<file path="src/rtl/pc_seq_if.sv">
// Bundle of run-control, jump-lookup and status signals between the
// program-counter sequencer and its environment.
//   start/halt/stall  : run-control requests into the sequencer
//   absj/target       : taken-jump flag and destination from the jump lookup
//   prog_ctr          : current instruction address (to ROM and jump lookup)
//   busy/done         : run status
//   cycle_ct/jump_ct  : saturating cycle and taken-jump counters
// The master modport drives requests; the slave modport is the sequencer.
interface pc_seq_if #(
    parameter int D  = 12,
    parameter int CW = 16
);
    logic          start;
    logic          halt;
    logic          stall;
    logic          absj;
    logic [D-1:0]  target;
    logic [D-1:0]  prog_ctr;
    logic          busy;
    logic          done;
    logic [CW-1:0] cycle_ct;
    logic [CW-1:0] jump_ct;

    modport master (
        output start, halt, stall, absj, target,
        input  prog_ctr, busy, done, cycle_ct, jump_ct
    );

    modport slave (
        input  start, halt, stall, absj, target,
        output prog_ctr, busy, done, cycle_ct, jump_ct
    );
endinterface

</file>
<file path="src/rtl/pc_sequencer.sv">
// Program-counter and run-control stage downstream of the jump-target lookup.
// Loads the jump target or increments the PC each running cycle, sequences
// IDLE -> RUN -> DONE, and keeps saturating cycle / taken-jump counters.
// Ports:
//   clk   : rising-edge clock
//   rst_n : asynchronous active-low reset
//   bus   : pc_seq_if slave (start, halt, stall, absj, target in;
//           prog_ctr, busy, done, cycle_ct, jump_ct out, all registered)
module pc_sequencer #(
    parameter int D  = 12,
    parameter int CW = 16
) (
    input  logic     clk,
    input  logic     rst_n,
    pc_seq_if.slave  bus
);

    typedef enum logic [1:0] {
        ST_IDLE = 2'd0,
        ST_RUN  = 2'd1,
        ST_DONE = 2'd2
    } state_e;

    state_e        state_r;
    state_e        state_nx_s;

    logic [D-1:0]  prog_ctr_r;
    logic [D-1:0]  prog_ctr_nx_s;
    logic [CW-1:0] cycle_ct_r;
    logic [CW-1:0] cycle_ct_nx_s;
    logic [CW-1:0] jump_ct_r;
    logic [CW-1:0] jump_ct_nx_s;
    logic          busy_r;
    logic          done_r;

    // Counter increment that sticks at all-ones instead of wrapping.
    function automatic logic [CW-1:0] sat_inc(input logic [CW-1:0] v);
        if (v == {CW{1'b1}}) begin
            return v;
        end else begin
            return v + {{(CW-1){1'b0}}, 1'b1};
        end
    endfunction

    // State register.
    always_ff @(posedge clk or negedge rst_n) begin
        if (!rst_n) begin
            state_r <= ST_IDLE;
        end else begin
            state_r <= state_nx_s;
        end
    end

    // Next-state logic; halt outranks everything while running.
    always_comb begin
        state_nx_s = state_r;
        case (state_r)
            ST_IDLE: begin
                if (bus.start) state_nx_s = ST_RUN;
                else           state_nx_s = ST_IDLE;
            end
            ST_RUN: begin
                if (bus.halt) state_nx_s = ST_DONE;
                else          state_nx_s = ST_RUN;
            end
            ST_DONE: begin
                if (bus.start) state_nx_s = ST_RUN;
                else           state_nx_s = ST_DONE;
            end
            default: state_nx_s = ST_IDLE;
        endcase
    end

    // Next PC / counter values for the current state and requests.
    always_comb begin
        prog_ctr_nx_s = prog_ctr_r;
        cycle_ct_nx_s = cycle_ct_r;
        jump_ct_nx_s  = jump_ct_r;
        case (state_r)
            ST_IDLE, ST_DONE: begin
                // A launch clears everything; otherwise values are frozen
                // (IDLE already holds the PC at 0 from reset or clear).
                if (bus.start) begin
                    prog_ctr_nx_s = {D{1'b0}};
                    cycle_ct_nx_s = {CW{1'b0}};
                    jump_ct_nx_s  = {CW{1'b0}};
                end else if (state_r == ST_IDLE) begin
                    prog_ctr_nx_s = {D{1'b0}};
                end else begin
                    prog_ctr_nx_s = prog_ctr_r;
                end
            end
            ST_RUN: begin
                // Every running cycle counts, including halt and stall cycles.
                cycle_ct_nx_s = sat_inc(cycle_ct_r);
                if (bus.halt || bus.stall) begin
                    // Halt parks on the halt instruction; a stalled jump is
                    // dropped and re-presented by the lookup later.
                    prog_ctr_nx_s = prog_ctr_r;
                end else if (bus.absj) begin
                    prog_ctr_nx_s = bus.target;
                    jump_ct_nx_s  = sat_inc(jump_ct_r);
                end else begin
                    prog_ctr_nx_s = prog_ctr_r + {{(D-1){1'b0}}, 1'b1};
                end
            end
            default: begin
                prog_ctr_nx_s = {D{1'b0}};
            end
        endcase
    end

    // Output registers; status flags follow the state being entered.
    always_ff @(posedge clk or negedge rst_n) begin
        if (!rst_n) begin
            prog_ctr_r <= {D{1'b0}};
            cycle_ct_r <= {CW{1'b0}};
            jump_ct_r  <= {CW{1'b0}};
            busy_r     <= 1'b0;
            done_r     <= 1'b0;
        end else begin
            prog_ctr_r <= prog_ctr_nx_s;
            cycle_ct_r <= cycle_ct_nx_s;
            jump_ct_r  <= jump_ct_nx_s;
            busy_r     <= (state_nx_s == ST_RUN);
            done_r     <= (state_nx_s == ST_DONE);
        end
    end

    assign bus.prog_ctr = prog_ctr_r;
    assign bus.cycle_ct = cycle_ct_r;
    assign bus.jump_ct  = jump_ct_r;
    assign bus.busy     = busy_r;
    assign bus.done     = done_r;

endmodule
</file>
<file path="src/flat_wrapper.sv">
// flat-port wrapper written by rule: the top's interface ports become plain ports
module pc_sequencer_flat 
#(
    parameter int D  = 12,
    parameter int CW = 16
)
  (clk, rst_n, bus_start, bus_halt, bus_stall, bus_absj, bus_target, bus_prog_ctr, bus_busy, bus_done, bus_cycle_ct, bus_jump_ct);
  pc_seq_if #(.D(D), .CW(CW)) bus_i ();
  input  logic clk;
  input  logic rst_n;
  input wire logic [$bits(bus_i.start)-1:0] bus_start;
  input wire logic [$bits(bus_i.halt)-1:0] bus_halt;
  input wire logic [$bits(bus_i.stall)-1:0] bus_stall;
  input wire logic [$bits(bus_i.absj)-1:0] bus_absj;
  input wire logic [$bits(bus_i.target)-1:0] bus_target;
  output wire logic [$bits(bus_i.prog_ctr)-1:0] bus_prog_ctr;
  output wire logic [$bits(bus_i.busy)-1:0] bus_busy;
  output wire logic [$bits(bus_i.done)-1:0] bus_done;
  output wire logic [$bits(bus_i.cycle_ct)-1:0] bus_cycle_ct;
  output wire logic [$bits(bus_i.jump_ct)-1:0] bus_jump_ct;
  assign bus_i.start = bus_start;
  assign bus_i.halt = bus_halt;
  assign bus_i.stall = bus_stall;
  assign bus_i.absj = bus_absj;
  assign bus_i.target = bus_target;
  assign bus_prog_ctr = bus_i.prog_ctr;
  assign bus_busy = bus_i.busy;
  assign bus_done = bus_i.done;
  assign bus_cycle_ct = bus_i.cycle_ct;
  assign bus_jump_ct = bus_i.jump_ct;
  pc_sequencer #(.D(D), .CW(CW)) u_core (.clk(clk), .rst_n(rst_n), .bus(bus_i));
endmodule
</file>
<file path="config.mk">
export PLATFORM = sky130hd
export DESIGN_NAME = pc_sequencer_flat
export DESIGN_NICKNAME = d
export VERILOG_FILES = /design/src/rtl/pc_seq_if.sv /design/src/rtl/pc_sequencer.sv /design/src/flat_wrapper.sv
export SDC_FILE = /design/constraint.sdc
export NUM_CORES = 1
export LEC_CHECK = 0
export ABC_CLOCK_PERIOD_IN_PS = 2000
export BUFFER_PORTS_ARGS = -buffer_cell sky130_fd_sc_hd__buf_2
export CAP_MARGIN = 15
export CELL_PAD_IN_SITES_DETAIL_PLACEMENT = 2
export CELL_PAD_IN_SITES_GLOBAL_PLACEMENT = 2
export CORE_MARGIN = 5
export CORE_UTILIZATION = 32
export CTS_CLUSTER_SIZE = 14
export DETAILED_ROUTE_END_ITERATION = 8
export PLACE_DENSITY_LB_ADDON = 0.1
export REMOVE_ABC_BUFFERS = 1
export SLEW_MARGIN = 25
export SYNTH_ARGS = -nofsm -noshare
export SYNTH_HDL_FRONTEND = slang
export SYNTH_SLANG_ARGS = --single-unit
</file>
<file path="constraint.sdc">
create_clock -name clk -period 2 [get_ports clk]
set_clock_uncertainty 0.1 [all_clocks]
set_input_delay 0.1 -clock clk [delete_from_list [all_inputs] [get_ports clk]]
set_output_delay 0.1 -clock clk [all_outputs]
set_load 0.005 [all_outputs]
</file>
# Word level (Yosys, flattened, before mapping)
# Cells that the tools add are included.
# totals
reg_bits	48
output_inout_bits	46
in_bits	18
# op_classes
addsub	3
n_reduce_logical	7
eq_ne	12
mux	16
# op_table
operator	n
16-bit two-way mux	5
16-bit case mux with 2 select lines	2
12-bit two-way mux	4
16-bit by 1-bit adder with 16-bit output, second input constant	2
16-bit == test, second input constant	2
12-bit case mux with 2 select lines	1
12-bit by 1-bit adder with 12-bit output, second input constant	1
2-bit inequality test, second input constant	5
2-bit case mux with 3 select lines	1
5-bit AND reduction	1
2-bit by 1-bit == test with 1-bit output, second input constant	2
2-bit == test, second input constant	2
2-bit two-way mux	2
3-bit by 2-bit inequality test with 1-bit output, second input constant	1
3-bit AND reduction	1
2-bit zero test	1
2-bit AND reduction	1
2-bit nonzero test	1
2-bit OR reduction	1
1-bit logical OR	1
1-bit two-way mux	1

# Logic depth before layout (Yosys ltp)
# logic_depth
word_depth	5
depth_mapped	7
ltp_nobuf	6

# Least setup slack after synthesis
# OpenSTA, ideal clock, no wires.
# synth_path
kind	register -> register
startpoint	register u_core.cycle_ct_r[0] (netlist: u_core.bus.cycle_ct[0])
endpoint	register u_core.cycle_ct_r[0] (netlist: u_core.bus.cycle_ct[0])
path_buffers	0
stages_incl_launch_ff	6
slack_ps	160
arrival_ps	1615
path_cell_list	dfrtp_1 > ha_1 > nand4_2 > nor4_4 > a21oi_2 > mux2_2
# synth_between
elab_chain_len	3
word_cells_on_any_way	6
# synth_rtl
element	line_no	rtl
from (decl)	pc_sequencer.sv:29	logic [CW-1:0] cycle_ct_r;
from (signal assigned)	pc_sequencer.sv:117	cycle_ct_r <= {CW{1'b0}};
from (signal assigned)	pc_sequencer.sv:123	cycle_ct_r <= cycle_ct_nx_s;
16-bit by 1-bit adder with 16-bit output / 16-bit == test (equally long branches)	pc_sequencer.sv:41, pc_sequencer.sv:38	
16-bit two-way mux / 2-bit inequality test (equally long branches)	n/a	
16-bit case mux with 2 select lines / 3-bit AND reduction (equally long branches)	n/a	
# Several ways; a longest one is shown, not always the timed one. The select of a mux whose other input is x is not followed.
# A chain may end at the register's enable or synchronous reset.

# Worst setup path in the final report
# layout_path
startpoint	register u_core.state_r[1]
endpoint	register u_core.jump_ct_r[3] (netlist: u_core.bus.jump_ct[3])
# layout_between
elab_chain_len	4
word_cells_on_any_way	11
# layout_rtl
element	line_no	rtl
from (decl)	pc_sequencer.sv:24	state_e state_r;
from (signal assigned)	pc_sequencer.sv:50	state_r <= state_nx_s;
2-bit == test / 2-bit zero test (equally long branches)	pc_sequencer.sv:79	case (state_r)
2-bit OR reduction	pc_sequencer.sv:79	
2-bit inequality test (no line) / 2-bit nonzero test (equally long branches)	n/a	
5-bit AND reduction (no line)	n/a	
to (signal assigned)	pc_sequencer.sv:118	jump_ct_r <= {CW{1'b0}};
to (signal assigned)	pc_sequencer.sv:124	jump_ct_r <= jump_ct_nx_s;
to (decl)	pc_sequencer.sv:31	logic [CW-1:0] jump_ct_r;
# Several ways; a longest one is shown, not always the timed one.

==> impl_results.md <==
* First-pass GRT wire length at approximately 15000 um
* Max-cap viol count at 0
* Final setup fails at 0
* Die area at between 10000 and 15000 um2
* TritonCTS Sinks at between 40 and 50
* Worst-case reg-to-reg path depth at 6
* Cells along the critical path: or4b_4 -> o21ai_4 -> o21ai_1 -> buf_4 -> o21ai_1 -> o31ai_1
* FMAX at approximately 0.53 GHz
* Initial DRT Pass Iterations at 3
* Critical path fanouts, max at 11
* Initial Util at 0.3266
* Crit Path Category: reg2reg
* Core ar. at 8175 um2
* Vias in the first global route at between 3k and 4k
* Tmin final at 1.896 ns
* Worst-Skew Late Latency at around 0.30 ns
* Tot Pwr at about 2.4 mW
* Hold path start: bus_target[8]
* Worst-path clk slew at around 0.10 ns
* Most used cell, CP: o21ai_1
* Setup WS post-layout at around 0.10 ns
* HPWL after detailed placement at roughly 6700 um
* Area delta synth->final at 29.85%
* Most frequent cells in the layout: buf_2, dfrtp_1, nor2_1
* Flop2flop setup slack at roughly 0.10 ns
* Fillcell total at 980
* Post-Synthesis Cells at approximately 300
* Worst vdd ir at 0.0003612 V
* CTS tree: yes
* Final Cycle Share at 0.9478
* Residual DRC count at 0
* GRT Util Overall at 0.1837
* Routed vias at 2687
* R2R Path Start: u_core.state_r[1]$_DFF_PN0_
* Ant. Diodes at 0
* Final Util at 0.4241
* Sequential fraction of the synthesis area at 0.4499
* Req. time, crit path at approximately 2.1 ns
* Placed cell area at around 3300 um2
* Placer Congestion at about 0.75
* Cell Rows at 33
* Slew Viols, Final at 0
* Async set or reset register ratio after synthesis at 1.000
* CP peak stage delay at ~0.55 ns
* Buf/Inv on CP at 1
* Share of cells above drive strength 1 at 0.2854
* Status: finished clean
* Setup crit start: u_core.state_r[1]$_DFF_PN0_
* Final wirelength at between 8000 and 9000 um
* Initial antenna violation count at 1
* Worst slew pin tran at 0.6634 ns
* Pwr dens at between 600 and 700 nW/um2
* Hold Path Class: in2reg
* Fin cells at between 500 and 600
* Antenna-violating nets left at 0
* Vias per cell at 5.363
* Post-synth EDFFs at 0
* Post-synth cell types at slightly below 50
* CTS Buf Count at 5
* Chip width at about 100 um
* Post-DR wirelength/cell at between 15 and 20 um
* Crit path capture type: register
* CP max-delay cell: or4b_4
* Avg Synthesized Cell Area at 8.930 um2
* Hold Path Sink: u_core.bus.prog_ctr[8]$_DFFE_PN0P_
* I/O pin cnt at 64
* Final TNS setup at 0 ns
* Max-slew headroom at 0.5568
* I/O Buffers at 63
* Crit path arrival time at 1.98 ns
* Critical path startpoint category: register
* Largest net degree at the start of global routing at 30
* Final hold slack at 0.01687 ns
* Hold Fails Final Rpt at 0
* DP Worst Slack at between 0.08 and 0.09 ns
* Yosys reg bits at 48
* Final instance area at around 3500 um2
* Inst Count DP at approximately 480
* Nets@finish at about 420
* R2R Path End: u_core.bus.jump_ct[3]$_DFFE_PN0P_
* Netlist Area Pre-Place at approximately 2700 um2
* H-tree depth at 2
* Initial DRC Count at 71
* Syn. warnings at 0
* Top_reg_cell synth: dfrtp_1
* Commonest non-fill, non-tap cell in the layout: buf_2
* Pleak at between 1.5 and 2 nW
* Hold path cells at 3
* Clock root buffer: clkbuf_8
* Chip height at around 100 um
* Maximum clock path buffer count at 2
* Delay-heaviest family, CP: simple AND/OR/NAND/NOR gates
* Total grt overflow at 0
## layer usage
layer | global-route usage | vias to the layer above | share of wire | wire length [um]
met4 | 0.03988 | 2 | 0.0098 | 87
met5 | 0 | - | 0.00079 | 7
li1 | - | 1284 | - | -
met3 | 0.03099 | 9 | 0.037 | 332
met2 | 0.3164 | 46 | 0.48 | 4290
met1 | 0.2423 | 1346 | 0.47 | 4149
## synth_stat cells, types with 3 or more instances
library cell  count  area (um2)
a21oi_1          17       85.08
a31oi_1           8       50.05
and2_1            4       25.02
and3_1            9       56.30
and4_1            3       26.28
clkbuf_1          7       26.28
dfrtp_1          48        1201
ha_1              3       37.54
inv_1             4       15.01
mux2i_1           6       60.06
nand2_1          28       105.1
nand3_1          16       80.08
nand4_1           6       37.54
nand4_2           3       37.54
nor2_1           35       131.4
nor3_1            8       40.04
nor3b_1           3       22.52
nor4_1            4       25.02
o21ai_0          30       150.1
o21ai_1          11       55.05
o31ai_1           4       30.03
xnor2_1           9       78.83
## worst max-delay path by stage
stage | cells past startpoint | to
after floorplan | 5 | u_core.bus.cycle_ct[14]$_DFFE_PN0P_
after global placement | 6 | u_core.bus.jump_ct[10]$_DFFE_PN0P_
after detailed placement | 6 | u_core.bus.jump_ct[12]$_DFFE_PN0P_
after CTS | 6 | u_core.bus.jump_ct[12]$_DFFE_PN0P_
after global routing | 7 | u_core.bus.prog_ctr[11]$_DFFE_PN0P_
final | 6 | u_core.bus.jump_ct[3]$_DFFE_PN0P_
## logic make-up (layout without fill, tap and decap cells)
kind of cell	Yosys count	after routing	synth area share
flip-flops	48	48	0.4499
multiplexers	7	7	0.02671
adder cells (fa/ha/maj)	3	3	0.01406
AND/OR/NAND/NOR	129	129	0.2591
buffers and inverters	15	112	0.02624
AO/OA/AOI/OAI	88	88	0.1945
XOR/XNOR	9	9	0.02952
## sequential cells by signal, summed over array words and instances (netlist names)
signal / count
u_core.bus.busy: 1
u_core.bus.cycle_ct: 16
u_core.bus.done: 1
u_core.bus.jump_ct: 16
u_core.bus.prog_ctr: 12
u_core.state_r: 2
## power by group
part | switching [mW] | leakage [nW] | internal, mW
clock | 0.338 | 0.0455 | 0.283
sequential | 0.0930 | 0.656 | 1.06
combinational | 0.354 | 1.02 | 0.292
## what timing repair did
action	4_1_cts	5_1_grt
endpoints found under the setup margin	0	12
endpoints found under the hold margin	56	0
hold buffers	8	0
buffers inserted	0	1
resized for setup	0	8
## worst min-delay path, stage by stage
cell	delay (ns)
buf_2	0.09
a32oi_1	0.05
o21ai_0	0.15
## layout make-up
class	instances	area, um2	area share
multi-input cells	236	1414	0.4078
flip-flops and latches	48	1204	0.3472
well taps	105	131.4	0.03789
inverters	4	15.01	0.004331
clock buffers	8	90.09	0.02598
repair buffers	100	613.1	0.1768
Power figures use the tool's default switching activity.
